File: config.mk
export PLATFORM = sky130hd
export DESIGN_NAME = param_fetch
export DESIGN_NICKNAME = d
export VERILOG_FILES = /design/src/rtl/param_fetch_pkg.sv /design/src/rtl/param_fetch_fifo.sv /design/src/rtl/param_fetch.sv
export SDC_FILE = /design/constraint.sdc
export NUM_CORES = 1
export LEC_CHECK = 0
export ABC_AREA = 1
export ABC_CLOCK_PERIOD_IN_PS = 5300
export CORE_ASPECT_RATIO = 1.75
export CORE_MARGIN = 3
export CORE_UTILIZATION = 40
export CTS_CLUSTER_SIZE = 28
export DETAILED_ROUTE_END_ITERATION = 8
export GPL_ROUTABILITY_DRIVEN = 0
export MAX_ROUTING_LAYER = met4
export PLACE_DENSITY = 0.7
export SYNTH_ARGS = -nofsm -noshare
export SYNTH_HDL_FRONTEND = slang
export SYNTH_HIERARCHICAL = 1
export SYNTH_SLANG_ARGS = --single-unit
File: constraint.sdc
create_clock -name clk -period 5.3 [get_ports clk]
set_input_delay 1.06 -clock clk [delete_from_list [all_inputs] [get_ports clk]]
set_output_delay 1.06 -clock clk [all_outputs]
set_load 0.1 [all_outputs]
File: src/rtl/param_fetch_pkg.sv
// Shared types and constants for the parameter-SRAM read engine.
package param_fetch_pkg;
  localparam int FIFO_DEPTH = 2;

  typedef enum logic [1:0] {
    S_IDLE  = 2'd0,
    S_FETCH = 2'd1,
    S_DRAIN = 2'd2
  } state_e;
endpackage

File: src/rtl/param_fetch_fifo.sv
// Two-entry FIFO whose head register drives the stream output directly.
module param_fetch_fifo
  import param_fetch_pkg::*;
#(
  parameter int DATA_W = 32
) (
  input  logic              clk,
  input  logic              rst_n,
  input  logic              i_push,
  input  logic [DATA_W-1:0] i_din,
  input  logic              i_pop,
  output logic              o_valid,
  output logic [DATA_W-1:0] o_data,
  output logic [1:0]        o_cnt
);
  logic [DATA_W-1:0] r_head;
  logic [DATA_W-1:0] r_tail;
  logic [1:0]        r_cnt;
  logic              w_pop;

  assign w_pop   = i_pop && (r_cnt != 2'd0);
  assign o_valid = (r_cnt != 2'd0);
  assign o_data  = r_head;
  assign o_cnt   = r_cnt;

  // Push into a full FIFO is only legal alongside a pop; the tail shifts to head.
  always_ff @(posedge clk or negedge rst_n) begin
    if (!rst_n) begin
      r_head <= '0;
      r_tail <= '0;
      r_cnt  <= 2'd0;
    end else begin
      case ({i_push, w_pop})
        2'b10: begin
          if (r_cnt == 2'd0) r_head <= i_din;
          else               r_tail <= i_din;
          r_cnt <= r_cnt + 2'd1;
        end
        2'b01: begin
          r_head <= r_tail;
          r_cnt  <= r_cnt - 2'd1;
        end
        2'b11: begin
          if (r_cnt == 2'd1) begin
            r_head <= i_din;
          end else begin
            r_head <= r_tail;
            r_tail <= i_din;
          end
        end
        default: ;
      endcase
    end
  end
endmodule

File: src/rtl/param_fetch.sv
// Sequential SRAM read engine: issues len reads from base_addr and streams them out.
module param_fetch
  import param_fetch_pkg::*;
#(
  parameter int ADDR_W = 32,
  parameter int DATA_W = 32,
  parameter int CNT_W  = 16
) (
  input  logic              clk,
  input  logic              rst_n,
  input  logic              start,
  input  logic [ADDR_W-1:0] base_addr,
  input  logic [CNT_W-1:0]  len,
  output logic              busy,
  output logic              done,
  output logic              mem_cs,
  output logic              mem_oe,
  output logic              mem_W_req,
  output logic [ADDR_W-1:0] mem_addr,
  output logic [DATA_W-1:0] mem_W_data,
  input  logic [DATA_W-1:0] mem_R_data,
  output logic              out_valid,
  input  logic              out_ready,
  output logic [DATA_W-1:0] out_data
);
  state_e            r_state;
  logic [ADDR_W-1:0] r_base;
  logic [CNT_W-1:0]  r_len;
  logic [CNT_W-1:0]  r_issued;
  logic [CNT_W-1:0]  r_sent;
  logic              r_inflight;
  logic              r_done;

  logic              w_pop;
  logic              w_issue;
  logic [1:0]        w_fcnt;
  logic [1:0]        w_occ;
  logic              w_fvalid;
  logic [DATA_W-1:0] w_fdata;

  assign w_pop = w_fvalid && out_ready;
  // Credit: a read in flight already owns a FIFO slot; a pop this cycle frees one.
  assign w_occ   = w_fcnt + {1'b0, r_inflight};
  assign w_issue = (r_state == S_FETCH) && (r_issued < r_len) &&
                   ((w_occ < 2'(FIFO_DEPTH)) || w_pop);

  assign busy       = (r_state != S_IDLE);
  assign done       = r_done;
  assign mem_cs     = w_issue;
  assign mem_oe     = busy;
  assign mem_W_req  = 1'b1;
  assign mem_W_data = '0;
  assign mem_addr   = w_issue ? (r_base + ADDR_W'(r_issued)) : '0;
  assign out_valid  = w_fvalid;
  assign out_data   = w_fdata;

  always_ff @(posedge clk or negedge rst_n) begin
    if (!rst_n) begin
      r_state    <= S_IDLE;
      r_base     <= '0;
      r_len      <= '0;
      r_issued   <= '0;
      r_sent     <= '0;
      r_inflight <= 1'b0;
      r_done     <= 1'b0;
    end else begin
      r_done     <= 1'b0;
      r_inflight <= w_issue;
      if (busy && w_pop) r_sent <= r_sent + CNT_W'(1);
      case (r_state)
        S_IDLE: begin
          if (start) begin
            r_base   <= base_addr;
            r_len    <= len;
            r_issued <= '0;
            r_sent   <= '0;
            if (len != '0) r_state <= S_FETCH;
            else           r_done  <= 1'b1;
          end
        end
        S_FETCH: begin
          if (w_issue) begin
            r_issued <= r_issued + CNT_W'(1);
            if (r_issued == r_len - CNT_W'(1)) r_state <= S_DRAIN;
          end
        end
        S_DRAIN: begin
          if (w_pop && (r_sent == r_len - CNT_W'(1))) begin
            r_state <= S_IDLE;
            r_done  <= 1'b1;
          end
        end
        default: r_state <= S_IDLE;
      endcase
    end
  end

  // SRAM data is only meaningful the cycle after a chip-select.
  param_fetch_fifo #(.DATA_W(DATA_W)) u_fifo (
    .clk     (clk),
    .rst_n   (rst_n),
    .i_push  (r_inflight),
    .i_din   (mem_R_data),
    .i_pop   (out_ready),
    .o_valid (w_fvalid),
    .o_data  (w_fdata),
    .o_cnt   (w_fcnt)
  );
endmodule

# Word-level counts from Yosys, hierarchy flattened
# Index checks and enable logic that the tools add are counted.
[classes] addsub=7 n_lt_le_gt_ge=2 eq_ne=16 muxes=24 n_reduce_logical=20
[op_table] cell="2-to-1 mux 32 bit" n=5
[op_table] cell="case mux 32 bit (3 select lines)" n=1
[op_table] cell="2-to-1 mux 16 bit" n=5
[op_table] cell="case mux 32 bit (2 select lines)" n=1
[op_table] cell="adder 16 x 1 -> 16 bit, second input constant" n=2
[op_table] cell="adder 32 x 16 -> 32 bit" n=1
[op_table] cell="equality test 16 bit" n=2
[op_table] cell="case mux 16 bit (2 select lines)" n=1
[op_table] cell="< comparator 16 bit" n=1
[op_table] cell="nonzero test 16 bit" n=1
[op_table] cell="subtractor 16 x 1 -> 16 bit, second input constant" n=1
[op_table] cell="!= test 2 bit, second input constant" n=6
[op_table] cell="2-to-1 mux 2 bit" n=5
[op_table] cell="nonzero test 2 bit" n=5
[op_table] cell="equality test 2 x 1 -> 1 bit, second input constant" n=3
[op_table] cell="equality test 2 bit, second input constant" n=3
[op_table] cell="case mux 2 bit (3 select lines)" n=1
[op_table] cell="AND reduction 3 bit" n=2
[op_table] cell="logical AND 1 bit" n=5
[op_table] cell="AND reduction 5 bit" n=1
[op_table] cell="zero test 2 bit" n=2
[op_table] cell="!= test 2 x 1 -> 1 bit, second input constant" n=2
[op_table] cell="case mux 2 bit (2 select lines)" n=1
[op_table] cell="AND reduction 2 bit" n=2
[op_table] cell="other kinds (8)" n=10
[totals] regBits=150 output_inout_bits=102 elab_cells=79

# Longest topological paths before layout
# Gate-level depths: netlist of run 1.
[logic_depth] word_depth=6 ltp_mapped=16

# Hierarchy
# The synthesis of run 1 kept the hierarchy.
[by_module_without_submodules] mod="param_fetch" n_inst=1 cells_per_inst=1096 area_per_inst_um2=7151.9 seq_area_each_um2=2102.0
[by_module_without_submodules] mod="param_fetch_fifo" n_inst=1 cells_per_inst=410 area_per_inst_um2=3173.0 seq_area_each_um2=1651.6

# Least setup slack after synthesis of run 1
# Ideal clock, no wire load.
[synth_path] path_type="reg-to-output" start="register u_fifo.r_cnt[0], in the netlist u_fifo/o_cnt[0]" end="output mem_addr[16]" arrival_time_ps=3870 t_required_ps=4240 slack_ps=370 stages_incl_launch_ff=11 cell_sequence="dfrtp_1 -> inv_1 -> ha_1 -> inv_2 -> nand2_1 -> o21ai_0 -> a21oi_1 -> inv_1 -> nand4_2 -> clkbuf_1 -> nor3_1"
[synth_between] elab_chain_cells=5 elab_cells_between_ends=7 classes_between="add/sub: 1; order compare: 1; mux: 1; reduce/logical: 4"
[synth_rtl] item="from (decl)" line="param_fetch_fifo.sv:18" text="logic [1:0] r_cnt;"
[synth_rtl] item="from (signal assigned)" line="param_fetch_fifo.sv:37" text="r_cnt <= r_cnt + 2'd1;"
[synth_rtl] item="from (signal assigned)" line="param_fetch_fifo.sv:41" text="r_cnt <= r_cnt - 2'd1;"
[synth_rtl] item="nonzero test 2 bit" line="param_fetch_fifo.sv:22" text="assign o_valid = (r_cnt != 2'd0);"
[synth_rtl] item="net out_valid" line="param_fetch.sv:22" text="output logic out_valid,"
[synth_rtl] item="logical AND 1 bit" line="param_fetch.sv:41" text="assign w_pop = w_fvalid && out_ready;"
[synth_rtl] item="logical OR 1 bit" line="param_fetch.sv:45" text="((w_occ < 2'(FIFO_DEPTH)) || w_pop);"
[synth_rtl] item="logical AND 1 bit" line="param_fetch.sv:44" text="assign w_issue = (r_state == S_FETCH) && (r_issued < r_len) &&"
[synth_rtl] item="2-to-1 mux 32 bit" line="param_fetch.sv:53" text="assign mem_addr = w_issue ? (r_base + ADDR_W'(r_issued)) : '0;"
[synth_rtl] item="to (decl)" line="param_fetch.sv:19" text="output logic [ADDR_W-1:0] mem_addr,"
# The timed path passes the listed nets, and every way through them passes these cells.

# Worst setup path in the final report of run 1
[layout_path] start="register r_issued[0]" end="output mem_addr[30]"
[layout_between] elab_chain_cells=4 elab_cells_between_ends=5 classes_between="add/sub: 1; order compare: 1; mux: 1; reduce/logical: 2"
[layout_rtl] item="from (decl)" line="param_fetch.sv:29" text="logic [CNT_W-1:0] r_issued;"
[layout_rtl] item="from (signal assigned)" line="param_fetch.sv:83" text="r_issued <= r_issued + CNT_W'(1);"
[layout_rtl] item="branches (longest 3 deep; another with adder 32 x 16 -> 32 bit)"
[layout_rtl] item="2-to-1 mux 32 bit *" line="param_fetch.sv:53"
# Every way passes the cells marked *.

==> impl_table.tex, run 1 <==
\begin{tabular}{lr}
\hline
Metric & Value \\
\hline
\multicolumn{2}{l}{\textbf{Synthesis}} \\
\quad Seq cells post-synth & 150 \\
\quad Ys Warns & 6 \\
\quad Cells after Synth & 1506 \\
\quad Adder and majority cell fraction of the synthesized area & 0.0528 \\
\quad Number of flops mapped to enable cells by yosys & 0 \\
\quad Library cells used by synthesis & 45 \\
\quad Main flop type after synthesis & dfrtp\_1 \\
\quad Share of synthesized registers carrying an async set or reset & 1.00 \\
\quad Largest family of logic cells by synthesized area & simple AND/OR/NAND/NOR gates \\
\quad Multiplexer share of the synthesized area & 0 \\
\quad Share of Yosys cell area claimed by the top area cell type & 0.364 \\
\quad Most frequently used cell type in the post-synthesis netlist & nand2\_1 \\
\quad Xor/xnor cell area share of the yosys netlist & 0.0373 \\
\quad Cell types occupying the most area after synthesis & dfrtp\_1 36\%, nand2\_1 20\%, nand3\_1 7.8\% \\
\quad Netlist Area Pre-Place & slightly above 10000 µm² \\
\quad List of most frequent post-synthesis cells & 549 x nand2\_1, 160 x nand3\_1, 150 x dfrtp\_1 \\
\quad Simple-gate share of the synthesized area & 0.384 \\
\quad Post-synthesis sequential area ratio & 0.364 \\
\quad Post-synthesis compound-gate area fraction & 0.0643 \\
\quad Mean Syn Cell Area & just under 7 µm² \\
\quad Library cell with the largest summed area after synthesis & dfrtp\_1 \\
\multicolumn{2}{l}{\textbf{Floorplan}} \\
\quad Die footprint & between 20000 and 30000 µm² \\
\quad Count of boundary I/O pins & 186 \\
\quad Starting density of the core & 0.407 \\
\quad Die Y-Extent & between 200 and 250 µm \\
\quad Number of rows created at floorplan & 77 \\
\quad Die extent in x & 127 µm \\
\quad Core Box Area & 25300 µm² \\
\multicolumn{2}{l}{\textbf{Global route}} \\
\quad GRT Total Usage & 0.228 \\
\quad GR Overflow Total & 0 \\
\quad Pin count of the biggest net entering global routing & $\sim$80 \\
\quad First-pass GRT wire length & $\sim$50000 µm \\
\quad Initial antenna violation count & 0 \\
\quad Vias in the first global route & slightly above 10000 \\
\multicolumn{2}{l}{\textbf{Setup path}} \\
\quad Kind of capture point of the worst setup path & primary output \\
\quad Slack of the worst reg-to-reg path & about 2.2 ns \\
\quad Number of buffer and inverter stages on the critical path & 1 \\
\quad Cell breakdown of the critical path & ha\_1 -> fa\_1 -> nand3\_1 -> nand3\_1 -> a21boi\_0 -> o21ai\_0 -> nand3\_1 -> nand2\_1 -> xor2\_1 -> nor2\_1 -> buf\_4 \\
\quad Biggest fanout along the worst timing path & 4 \\
\quad WP data required & between 4 and 5 ns \\
\quad Critical Path Slowest Stage Cell & a21boi\_0 \\
\quad Reg-to-reg critical path startpoint & r\_len[2] \\
\quad Nature of the critical path startpoint & flop \\
\quad Crit path from & r\_issued[0] \\
\quad Worst stage delay on the critical path & between 0.4 and 0.5 ns \\
\quad Cell family contributing the most delay on the critical path & compound AO/OA/AOI/OAI gates \\
\quad Most used cell along the critical path & nand3\_1 \\
\quad Critical path class & reg2out \\
\quad Arrival time of data at the critical path endpoint & 3.13 ns \\
\multicolumn{2}{l}{\textbf{Final layout}} \\
\quad Net total in the final layout & about 1800 \\
\quad Antenna Cells & 0 \\
\quad Fill cells & 2522 \\
\quad Final instance area & between 10000 and 15000 µm² \\
\quad Share of cells above drive strength 1 & 0.0708 \\
\quad Area Growth Syn to Fin & 21.8\% \\
\multicolumn{2}{l}{\textbf{Drt}} \\
\quad Vias per inst & between 5 and 6 \\
\quad Final wirelength & 30600 µm \\
\quad ANT nets after route & 0 \\
\quad Routed vias & between 10000 and 15000 \\
\quad Average wire per cell in the routed design & approximately 16 µm \\
\quad Number of DRC markers after the initial detailed-route iteration & approximately 510 \\
\quad DR DRC count & 0 \\
\quad Number of optimization iterations in the first detailed-route pass & 5 \\
\multicolumn{2}{l}{\textbf{Timing}} \\
\quad Highest attainable clock frequency & $\sim$240 MHz \\
\quad Total count of max-transition violations in the final report & 0 \\
\quad Worst-case headroom to the max-slew limit & 0.324 \\
\quad Clock period minus worst slack & $\sim$4.2 ns \\
\quad Number of failing hold endpoints at the final stage & 0 \\
\quad Sum of negative setup slack & 0 ns \\
\quad Setup clock skew after layout & about 0.0084 ns \\
\quad Transition time at the pin with the least slew margin & approximately 1 ns \\
\quad Post-route clock period utilization & 0.790 \\
\quad Setup violation total in the final timing report & 0 \\
\quad Setup repair after global routing missed its margin & no \\
\multicolumn{2}{l}{\textbf{Clock network}} \\
\quad \# Post-CTS Setup Buffers & 0 \\
\quad Clock root buffer & clkbuf\_16 \\
\quad Clock insertion delay at the later pin of the skew report & about 0.45 ns \\
\quad Maximum buffer depth of the clock tree & 2 \\
\quad Hold\_buf cts & 0 \\
\quad Clock tree from TritonCTS & done \\
\quad Number of levels in the clock H-tree & 4 \\
\quad Number of buffers created by CTS & 17 \\
\quad Clock edge transition at the registers on the reported setup and hold paths & 0.06 ns \\
\quad Clock Sink Count & 150 \\
\quad Cells resized by post-CTS repair & 0 \\
\multicolumn{2}{l}{\textbf{Power}} \\
\quad Total power & $\sim$2.8 mW \\
\quad Cell Pwr Density & roughly 220 nW/µm² \\
\quad Switching component of the power & $\sim$0.74 mW \\
\quad Clk network pwr share & 0.455 \\
\quad Switching part of the total power & 0.268 \\
\quad Internal & 2.02 mW \\
\quad Leakage power & around 6.7 nW \\
\quad Sequential fraction of design power & 0.421 \\
\quad VDD IR max & roughly 0.00023 V \\
\quad Gate power share & 0.123 \\
\multicolumn{2}{l}{\textbf{Placement}} \\
\quad Dpl cell area & between 10000 and 15000 µm² \\
\quad Detailed-placement wirelength estimate & $\sim$24000 µm \\
\quad Count of port buffers added during placement & 152 \\
\multicolumn{2}{l}{\textbf{Worst hold path}} \\
\quad Beginning of the worst hold path & u\_fifo/r\_tail[9] \\
\quad Class of the worst hold path & reg2reg \\
\multicolumn{2}{l}{\textbf{Run status}} \\
\quad Outcome & complete, no violations \\
\multicolumn{2}{l}{\textbf{Flow run}} \\
\quad Max-Cap Viols & 0 \\
\hline
\end{tabular}
area by class of cell:
cell class | count | area, µm² | share of cell area
multi-input cells | 1169 | 5680 | 0.452
clock inverters | 7 | 119 | 0.00945
inverters | 140 | 527 | 0.0419
flip-flops and latches | 150 | 3750 | 0.299
clock buffers | 25 | 485 | 0.0386
well taps | 316 | 395 | 0.0314
repair buffers | 161 | 1610 | 0.128
through the flow:
stage               hold slack (ns)  setup WS [ns]  std cells   util
detailed placement            0.459           1.22       1936  0.472
finish                        0.472           1.11       1968  0.496
CTS                           0.473           1.10       1968  0.496
floorplan                     0.442          0.370       1537      -
global placement              0.453           1.26       1936  0.472
global route                  0.491          0.985       1968  0.496
kinds of logic (layout without fill, tap and decap cells):
group	Yosys count	in the layout
simple gates	924	924
buf+inv	218	333
flops	150	150
compound gates	125	125
xor+xnor	44	44
fa+ha+maj	43	43
other cells	2	33
registers in the layout, summed over array words and instances, names as in the netlist:
register and count:
done 1, u_fifo/o_cnt 2, r_base 32, u_fifo/r_tail 32, r_issued 16, r_state 2, r_inflight 1, u_fifo/o_data 32
r_len 16, r_sent 16
power by group through the flow:
stage	clock [mW]	combinational (mW)	sequential, mW
2_1_floorplan	0	0.146	1.28
6_report	1.26	0.341	1.16
5_1_grt	1.33	0.359	1.17
3_5_place_dp	0	0.343	1.19
4_1_cts	1.29	0.343	1.16
3_3_place_gp	0	0.342	1.18
placed cells by master, fill, tap and decap left out, drive strengths merged:
master and count:
nand2 567, nand3 162, dfrtp 150, inv 137
nor2 133, clkdlybuf4s50 118, o21ai 75, buf 43
ha 42, a21oi 42, conb 33, xor2 30
clkbuf 25, nor3 24, nand4 22, xnor2 14
nor4 10, clkinv 5, o21bai 3, bufinv 3
nand3b 2, o21a 2, nor3b 2, clkinvlp 2
a211oi 1, a21boi 1, and2 1, o31ai 1
or2 1, fa 1
per-layer routing:
metal	GRT usage	up-vias	wire length, µm
met5	-	-	0
met4	0.165	0	2140
met3	0.0328	134	1540
met2	0.419	398	16300
met1	0.212	4600	10600
li1	-	5002	-
worst paths after layout:
| check | end | cells past startpoint |
|---|---|---|
| worst max-delay path | mem_addr[30] | 11 |
| worst min-delay path | u_fifo/r_tail[9] | 2 |
| worst max register to register | r_issued[0] | 11 |
| worst min register to register | u_fifo/r_tail[9] | 2 |
| max in group asynchronous | r_base[12] | 2 |
| min in group asynchronous | u_fifo/o_data[17] | 1 |
tightest hold or removal path, cell delays in order (launching register included):
cell and delay (ns):
dfrtp_1 0.34, nand2_1 0.05, nand2_1 0.05
Power figures use the tool's default switching activity.
==> run 2, diff against run 1 <==
ABC_CLOCK_PERIOD_IN_PS = 3750   (was 5300)
PLACE_DENSITY = 0.72   (was 0.7)
clock period = 3.75 ns   (was 5.3 ns; I/O delays follow)
==> run 2 against run 1 <==
- final area up 4.6%
- flip-flop and latch count is the same
- non-clock buffer count increased by 12
- worst hold slack got worse by 0.067 ns
- die area unchanged
- combinational power grew 42%
- worst setup slack got worse by 0.99 ns
- cell count grew 0.61%
- register-to-register slack got worse by 1.0 ns
==> impl_table.tex, run 2 (synthesis results as in run 1) <==
\begin{tabular}{lr}
\hline
Metric & Value \\
\hline
\multicolumn{2}{l}{\textbf{Run status}} \\
\quad Outcome & complete, no violations \\
\multicolumn{2}{l}{\textbf{Setup path}} \\
\quad Worst stage delay on the critical path & 0.58 ns (+0.13 ns) \\
\quad Crit path capture & mem\_addr[29] \\
\quad Biggest fanout along the worst timing path & 6 (+2) \\
\quad Kind of capture point of the worst setup path & primary output \\
\quad Number of buffer and inverter stages on the critical path & 1 (unchanged) \\
\quad WP data required & 3.00 ns (-1.24 ns) \\
\quad Crit path from & r\_issued[14] \\
\quad Cell breakdown of the critical path & ha\_1 -> a21oi\_1 -> o21ai\_0 -> nand2\_1 -> o21ai\_0 -> xor2\_1 -> nor2\_1 -> buf\_12 \\
\quad Logic depth of the worst setup path including buffers & 8 (-3) \\
\quad Critical Path Slowest Stage Cell & o21ai\_0 \\
\quad Reg2Reg Depth & 12 (+1) \\
\quad Nature of the critical path startpoint & flop \\
\quad Arrival time of data at the critical path endpoint & 2.88 ns (-0.25 ns) \\
\quad Worst R2R End & r\_issued[15] \\
\quad Most used cell along the critical path & o21ai\_0 \\
\quad Critical path class & reg2out \\
\quad Cell family contributing the most delay on the critical path & compound AO/OA/AOI/OAI gates \\
\quad Slack of the worst reg-to-reg path & 1.18 ns (-1.01 ns) \\
\quad Reg-to-reg critical path startpoint & r\_len[5] \\
\multicolumn{2}{l}{\textbf{Timing}} \\
\quad Clock period minus worst slack & approximately 3.6 ns \\
\quad Setup repair after global routing missed its margin & yes \\
\quad Post-route clock period utilization & 0.967 \\
\quad Setup clock skew after layout & 0.00644 ns (-0.00195 ns) \\
\quad Transition time at the pin with the least slew margin & 1.01 ns (+0.000705 ns) \\
\quad Sum of negative setup slack & 0 ns (unchanged) \\
\quad Worst-case headroom to the max-slew limit & 0.323 (-0.000471) \\
\quad Worst slack on hold paths & 0.405 ns (-0.0670 ns) \\
\quad Number of failing hold endpoints at the final stage & 0 (unchanged) \\
\quad Highest attainable clock frequency & roughly 280 MHz \\
\quad Setup violation total in the final timing report & 0 (unchanged) \\
\quad Total count of max-transition violations in the final report & 0 (unchanged) \\
\multicolumn{2}{l}{\textbf{Floorplan}} \\
\quad Count of boundary I/O pins & 186 (unchanged) \\
\quad Number of rows created at floorplan & 77 (unchanged) \\
\quad Die Y-Extent & 219 µm (unchanged) \\
\quad Starting density of the core & 0.407 (unchanged) \\
\quad Core Box Area & 25300 µm² (unchanged) \\
\quad Die extent in x & 127 µm (unchanged) \\
\quad Die footprint & 27900 µm² (unchanged) \\
\multicolumn{2}{l}{\textbf{Clock network}} \\
\quad Clock root buffer & clkbuf\_16 \\
\quad Maximum buffer depth of the clock tree & 2 (unchanged) \\
\quad Number of levels in the clock H-tree & 4 (unchanged) \\
\quad Hold\_buf cts & 0 (unchanged) \\
\quad Clock edge transition at the registers on the reported setup and hold paths & 0.06 ns (about the same) \\
\quad Number of buffers created by CTS & 17 (unchanged) \\
\quad Clock tree from TritonCTS & done \\
\quad Clock Sink Count & 150 (unchanged) \\
\quad Clock insertion delay at the later pin of the skew report & 0.44 ns (about the same) \\
\multicolumn{2}{l}{\textbf{Final layout}} \\
\quad Area Growth Syn to Fin & 27.3\% \\
\quad Share of cells above drive strength 1 & 0.0901 (+0.0193) \\
\quad Final non-filler cell total & 1980 (+0.61\%) \\
\quad Net total in the final layout & 1778 (+0.68\%) \\
\quad Final core utilization & 0.519 (+0.0227) \\
\quad Most common cell after layout, fill and taps aside & nand2\_1 \\
\quad Final instance area & 13100 µm² (+4.6\%) \\
\quad Commonest cells after routing, fill and taps aside & 547 x nand2\_1, 159 x nand3\_1, 150 x dfrtp\_1 \\
\quad Antenna Cells & 0 (unchanged) \\
\multicolumn{2}{l}{\textbf{Global route}} \\
\quad Pin count of the biggest net entering global routing & 92 (+14\%) \\
\quad GRT Total Usage & 0.239 (+0.0109) \\
\quad First-pass GRT wire length & 51100 µm (+4.2\%) \\
\quad GR Overflow Total & 0 (unchanged) \\
\quad Initial antenna violation count & 0 (unchanged) \\
\quad Vias in the first global route & 10198 (+1.2\%) \\
\multicolumn{2}{l}{\textbf{Drt}} \\
\quad ANT nets after route & 0 (unchanged) \\
\quad Vias per inst & 5.28 (+2.5\%) \\
\quad Number of optimization iterations in the first detailed-route pass & 5 (unchanged) \\
\quad DR DRC count & 0 (unchanged) \\
\quad Routed vias & 10454 (+3.2\%) \\
\quad Number of DRC markers after the initial detailed-route iteration & 679 (+32\%) \\
\quad Average wire per cell in the routed design & 16.2 µm (+4.0\%) \\
\quad Final wirelength & 32000 µm (+4.6\%) \\
\multicolumn{2}{l}{\textbf{Power}} \\
\quad VDD IR max & 0.000333 V (+47\%) \\
\quad Sequential fraction of design power & 0.399 (-0.022) \\
\quad Switching part of the total power & 0.255 (-0.0126) \\
\quad Switching component of the power & 1.05 mW (+42\%) \\
\quad Leakage power & 6.90 nW (+2.8\%) \\
\quad Cell Pwr Density & 314 nW/µm² (+43\%) \\
\quad Clk network pwr share & 0.483 (+0.028) \\
\quad Internal & 3.07 mW (+52\%) \\
\quad Gate power share & 0.118 (-0.005) \\
\multicolumn{2}{l}{\textbf{Placement}} \\
\quad Dpl cell area & 12400 µm² (+3.5\%) \\
\quad Placed cells & 1947 (+0.57\%) \\
\quad Count of port buffers added during placement & 152 (unchanged) \\
\quad Detailed-placement wirelength estimate & 24400 µm (+3.2\%) \\
\multicolumn{2}{l}{\textbf{Flow run}} \\
\quad Max-Cap Viols & 0 (unchanged) \\
\multicolumn{2}{l}{\textbf{Worst hold path}} \\
\quad Class of the worst hold path & in2async \\
\hline
\end{tabular}
[run 2: final cells by class]
class	count	area, µm²
sequential	150	3750
clock inverter	6	159
clock buffer	26	529
timing repair buffer	173	2010
inverter	140	531
multi-input combinational	1169	5770
tap	316	395
fill	2402	12200
[run 2: how the worst min path moves through the flow]
stage                   endpoint               from  depth (start not counted)
5_1_grt        u_fifo/r_tail[23]              rst_n                          1
2_1_floorplan   u_fifo/r_tail[0]   u_fifo/r_tail[0]                          2
3_5_place_dp   u_fifo/r_tail[25]  u_fifo/r_tail[25]                          2
6_report       u_fifo/r_tail[23]              rst_n                          1
3_3_place_gp   u_fifo/r_tail[24]  u_fifo/r_tail[24]                          2
4_1_cts        u_fifo/o_data[20]              rst_n                          1
[run 2: metrics by stage]
stage | total power [mW] | worst slack (ns)
2_1_floorplan | 2.01 | -0.176
5_1_grt | 4.25 | -0.0431
3_3_place_gp | 2.16 | 0.432
4_1_cts | 4.17 | 0.0127
3_5_place_dp | 2.16 | 0.398
6_report | 4.12 | 0.124
[run 2: timing repair]
| action | 4_1_cts | 5_1_grt |
|---|---|---|
| setup buffers | 0 | 1 |
| pin swaps | 0 | 1 |
| resized for setup | 2 | 14 |
| endpoints found under the setup margin | 4 | 16 |
[run 2: power groups by stage]
stage | clock (mW) | combinational, mW | sequential [mW]
after floorplan | 0 | 0.206 | 1.81
after global placement | 0 | 0.484 | 1.67
after detailed placement | 0 | 0.485 | 1.67
after CTS | 2.03 | 0.487 | 1.65
after global routing | 2.10 | 0.508 | 1.65
final | 1.99 | 0.484 | 1.65
[run 2: per-layer routing]
metal	routed length, µm	part of all wire	GRT usage	vias up
met5	0	0	-	-
met4	2630	0.082	0.185	0
met3	1810	0.056	0.0382	162
met2	16600	0.52	0.422	485
met1	11000	0.34	0.228	4755
li1	-	-	-	5052
==> run 3, diff against run 2 <==
ABC_AREA = unset   (was 1)
CTS_BUF_LIST = sky130_fd_sc_hd__clkbuf_2   (was unset)
PLACE_DENSITY = 0.73   (was 0.72)
==> run 3 against run 2 <==
- via count decreased by 23%
- sequential power increased by 60%
- routed wire length decreased by 19%
- worst hold slack improved by 0.11 ns
- non-clock buffer count increased by 37
- first-iteration DRC count decreased by 22%
- highest routed layer unchanged
- register-to-register slack got worse by 0.68 ns
- flip-flop and latch count unchanged
- clock skew increased by 0.032 ns
- total power increased to 3.0 times the previous value
- the run now ends with setup timing left
- largest cell class unchanged
==> impl_table.tex, run 3 <==
\begin{tabular}{lr}
\hline
Metric & Value \\
\hline
\multicolumn{2}{l}{\textbf{Global route}} \\
\quad Pin count of the biggest net entering global routing & 87 (-5.4\%) \\
\quad Vias in the first global route & 8149 (-20\%) \\
\quad GR Overflow Total & 0 (unchanged) \\
\quad Initial antenna violation count & 1 (+1) \\
\quad GRT Total Usage & 0.216 (-0.0227) \\
\quad First-pass GRT wire length & 41300 µm (-19\%) \\
\multicolumn{2}{l}{\textbf{Timing}} \\
\quad Worst slack on hold paths & 0.516 ns (+0.112 ns) \\
\quad Transition time at the pin with the least slew margin & 1.15 ns (+0.139 ns) \\
\quad Setup repair after global routing missed its margin & yes \\
\quad Setup violation total in the final timing report & 27 (+27) \\
\quad Worst-case headroom to the max-slew limit & 0.231 (-0.0927) \\
\quad Clock period minus worst slack & 4.16 ns (+0.530 ns) \\
\quad Total count of max-transition violations in the final report & 0 (unchanged) \\
\quad Final worst-path setup slack & -0.406 ns (-0.530 ns) \\
\quad Setup clock skew after layout & 0.0386 ns (+0.0322 ns) \\
\quad Number of failing hold endpoints at the final stage & 0 (unchanged) \\
\quad Highest attainable clock frequency & 241 MHz (-13\%) \\
\quad Post-route clock period utilization & 1.11 (+0.141) \\
\multicolumn{2}{l}{\textbf{Setup path}} \\
\quad Number of buffer and inverter stages on the critical path & 3 (+2) \\
\quad WP data required & 3.00 ns (about the same) \\
\quad Critical Path Slowest Stage Cell & dfrtp\_1 \\
\quad Nature of the critical path startpoint & flop \\
\quad Worst stage delay on the critical path & 0.46 ns (-0.12 ns) \\
\quad Cell breakdown of the critical path & buf\_6 -> fa\_2 -> a211oi\_2 -> o21ai\_1 -> a31o\_2 -> a31oi\_4 -> o211ai\_1 -> buf\_4 -> nor2b\_4 -> xnor2\_2 -> nor2\_4 -> buf\_12 \\
\quad Biggest fanout along the worst timing path & 8 (+2) \\
\quad Kind of capture point of the worst setup path & primary output \\
\quad Cell family contributing the most delay on the critical path & compound AO/OA/AOI/OAI gates \\
\quad Slack of the worst reg-to-reg path & 0.50 ns (-0.68 ns) \\
\quad Arrival time of data at the critical path endpoint & 3.41 ns (+0.53 ns) \\
\quad Critical path class & reg2out \\
\multicolumn{2}{l}{\textbf{Drt}} \\
\quad DR DRC count & 0 (unchanged) \\
\quad Final wirelength & 26100 µm (-19\%) \\
\quad Uppermost routed layer & met4 \\
\quad Met2 routed WL & 14000 µm (-16\%) \\
\quad Number of DRC markers after the initial detailed-route iteration & 531 (-22\%) \\
\quad Average wire per cell in the routed design & 17.4 µm (+7.8\%) \\
\quad DRT met1 WL & 9780 µm (-11\%) \\
\quad ANT nets after route & 0 (unchanged) \\
\quad Routed wl met3 & 987 µm (-45\%) \\
\quad Routed vias & 8071 (-23\%) \\
\quad Vias per inst & 5.40 (+2.2\%) \\
\quad Number of optimization iterations in the first detailed-route pass & 5 (unchanged) \\
\multicolumn{2}{l}{\textbf{Synthesis}} \\
\quad Share of synthesized registers carrying an async set or reset & 1.00 (unchanged) \\
\quad Number of flops mapped to enable cells by yosys & 0 (unchanged) \\
\quad Mean Syn Cell Area & 9.07 µm² (+32\%) \\
\quad Largest family of logic cells by synthesized area & simple AND/OR/NAND/NOR gates \\
\quad Share of Yosys cell area claimed by the top area cell type & 0.413 (+0.0496) \\
\quad Multiplexer share of the synthesized area & 0.0567 (+0.0567) \\
\quad Main flop type after synthesis & dfrtp\_1 \\
\quad Post-synthesis sequential area ratio & 0.413 (+0.0496) \\
\quad Cells after Synth & 1002 (-33\%) \\
\quad Cell types occupying the most area after synthesis & dfrtp\_1 41\%, nand2\_1 5.9\%, ha\_1 5.8\% \\
\quad Adder and majority cell fraction of the synthesized area & 0.0600 (+0.00720) \\
\quad Simple-gate share of the synthesized area & 0.199 (-0.185) \\
\quad Post-synthesis compound-gate area fraction & 0.120 (+0.0552) \\
\quad Ys Warns & 6 (unchanged) \\
\quad Seq cells post-synth & 150 (unchanged) \\
\quad Xor/xnor cell area share of the yosys netlist & 0.0848 (+0.0475) \\
\quad Library cell with the largest summed area after synthesis & dfrtp\_1 \\
\quad Most frequently used cell type in the post-synthesis netlist & dfrtp\_1 \\
\quad List of most frequent post-synthesis cells & 150 x dfrtp\_1, 143 x nand2\_1, 93 x nor2\_1 \\
\quad Netlist Area Pre-Place & 9090 µm² (-12\%) \\
\quad Library cells used by synthesis & 61 (+36\%) \\
\multicolumn{2}{l}{\textbf{Power}} \\
\quad Total power & 12.2 mW (+200\%) \\
\quad Switching part of the total power & 0.537 (+0.282) \\
\quad Clk network pwr share & 0.068 (-0.415) \\
\quad Leakage power & 5.42 nW (-21\%) \\
\quad Sequential fraction of design power & 0.217 (-0.182) \\
\quad VDD IR max & 0.000695 V (+110\%) \\
\quad Gate power share & 0.716 (+0.598) \\
\quad Internal & 5.65 mW (+84\%) \\
\quad Switching component of the power & 6.55 mW (+520\%) \\
\quad Cell Pwr Density & 982 nW/µm² (+210\%) \\
\multicolumn{2}{l}{\textbf{Floorplan}} \\
\quad Die footprint & 24600 µm² (-12\%) \\
\quad Starting density of the core & 0.408 (+0.000859) \\
\quad Core Box Area & 22300 µm² (-12\%) \\
\quad Number of rows created at floorplan & 72 (-6.5\%) \\
\quad Die extent in x & 120 µm (-5.9\%) \\
\quad Count of boundary I/O pins & 186 (unchanged) \\
\quad Die Y-Extent & 205 µm (-6.0\%) \\
\multicolumn{2}{l}{\textbf{Clock network}} \\
\quad Number of levels in the clock H-tree & 4 (unchanged) \\
\quad Clock Sink Count & 150 (unchanged) \\
\quad Maximum buffer depth of the clock tree & 2 (unchanged) \\
\quad Clock tree from TritonCTS & done \\
\quad Clock root buffer & clkbuf\_2 \\
\quad Clock edge transition at the registers on the reported setup and hold paths & 0.19 ns (+0.13 ns) \\
\quad Number of buffers created by CTS & 17 (unchanged) \\
\quad Clock insertion delay at the later pin of the skew report & 0.74 ns (+0.30 ns) \\
\multicolumn{2}{l}{\textbf{Final layout}} \\
\quad Net total in the final layout & 1309 (-26\%) \\
\quad Most common cell after layout, fill and taps aside & dfrtp\_1 \\
\quad Fill cells & 1999 (-17\%) \\
\quad Share of cells above drive strength 1 & 0.218 (+0.127) \\
\quad Final non-filler cell total & 1496 (-24\%) \\
\quad Area Growth Syn to Fin & 36.8\% \\
\quad Commonest cells after routing, fill and taps aside & 145 x dfrtp\_1, 143 x nand2\_1, 117 x clkdlybuf4s50\_1 \\
\multicolumn{2}{l}{\textbf{Run status}} \\
\quad Outcome & finished with violations \\
\quad Failing checks & setup timing \\
\multicolumn{2}{l}{\textbf{Flow run}} \\
\quad Max-Cap Viols & 0 (unchanged) \\
\multicolumn{2}{l}{\textbf{Placement}} \\
\quad Detailed-placement wirelength estimate & 18700 µm (-23\%) \\
\quad Count of port buffers added during placement & 152 (unchanged) \\
\quad Placed cells & 1426 (-27\%) \\
\multicolumn{2}{l}{\textbf{Worst hold path}} \\
\quad Class of the worst hold path & reg2reg \\
\hline
\end{tabular}
run 3: changes by cell type after synthesis, sizes merged, moves of 9 or more:
cell    delta
mux2      +34
xor2      +15
clkbuf    +11
a21oi     -11
nand2    -424
nor3      -11
nand3    -104
inv      -107
xnor2     +29
and3       +9
a31oi     +39
nor2      -40
nor2b     +10
or3       +11
run 3: kinds of logic (layout without fill, tap and decap cells):
group	after synthesis	after routing
fa+ha+maj	43	43
flops	150	150
mux	36	36
buf+inv	111	272
xor+xnor	88	88
simple gates	389	389
compound gates	183	184
other cells	2	38
run 3: area by class of cell:
class	count	area, µm²	area share
Multi-Input combinational cell	773	5510	0.443
Sequential cell	150	3760	0.303
Clock buffer	18	90.1	0.00725
Antenna cell	5	12.5	0.00101
Tap cell	296	370	0.0298
Clock inverter	14	110	0.00886
Timing Repair Buffer	210	2460	0.198
Inverter	30	124	0.00997
run 3: what timing repair did:
item / in CTS / in global routing
endpoints found under the hold margin: 64 / 0
gates resized for setup: 77 / 32
setup endpoints to repair: 33 / 33
hold buffers: 1 / 0
pin swaps: 35 / 34
cloned: 3 / 1
buffers inserted: 20 / 15
run 3: per-stage QoR:
step | setup WS [ns] | area, µm² | TNS (ns) | utilization
after floorplan | -0.0834 | 9450 | -0.722 | -
after global placement | 0.0936 | 11400 | 0 | 0.514
after detailed placement | -0.0427 | 11400 | -0.0427 | 0.514
after CTS | -0.589 | 12200 | -11.73 | 0.550
after global routing | -0.614 | 12400 | -13.30 | 0.558
final | -0.406 | 12400 | -6.94 | 0.559
run 3: final timing paths:
check,from,end,depth (start not counted)
max in group asynchronous,rst_n,r_issued[1],3
worst max register to register,r_len[0],done,10
worst min-delay path,r_base[14],r_base[14],2
min in group asynchronous,rst_n,u_fifo/o_data[0],2
worst max-delay path,r_base[1],mem_addr[30],12
worst min register to register,r_base[14],r_base[14],2
run 3: power groups by stage:
stage | Clock (mW) | Combinational [mW] | Sequential [mW]
2_1_floorplan | 0 | 4.53 | 3.86
3_3_place_gp | 0 | 7.92 | 2.63
3_5_place_dp | 0 | 7.99 | 2.67
4_1_cts | 0.859 | 8.55 | 2.63
5_1_grt | 0.930 | 9.14 | 2.72
6_report | 0.826 | 8.73 | 2.64
run 3: routing by layer:
| layer | vias up | global-route usage |
|---|---|---|
| met2 | 263 | 0.385 |
| met5 | - | - |
| met3 | 74 | 0.0300 |
| li1 | 3758 | - |
| met1 | 3976 | 0.225 |
| met4 | 0 | 0.132 |
run 3: tightest hold or removal path, cell delays in order, from the launching register on:
cell,delay (ns)
dfrtp_1,0.39
nand2_1,0.06
nand2_1,0.06
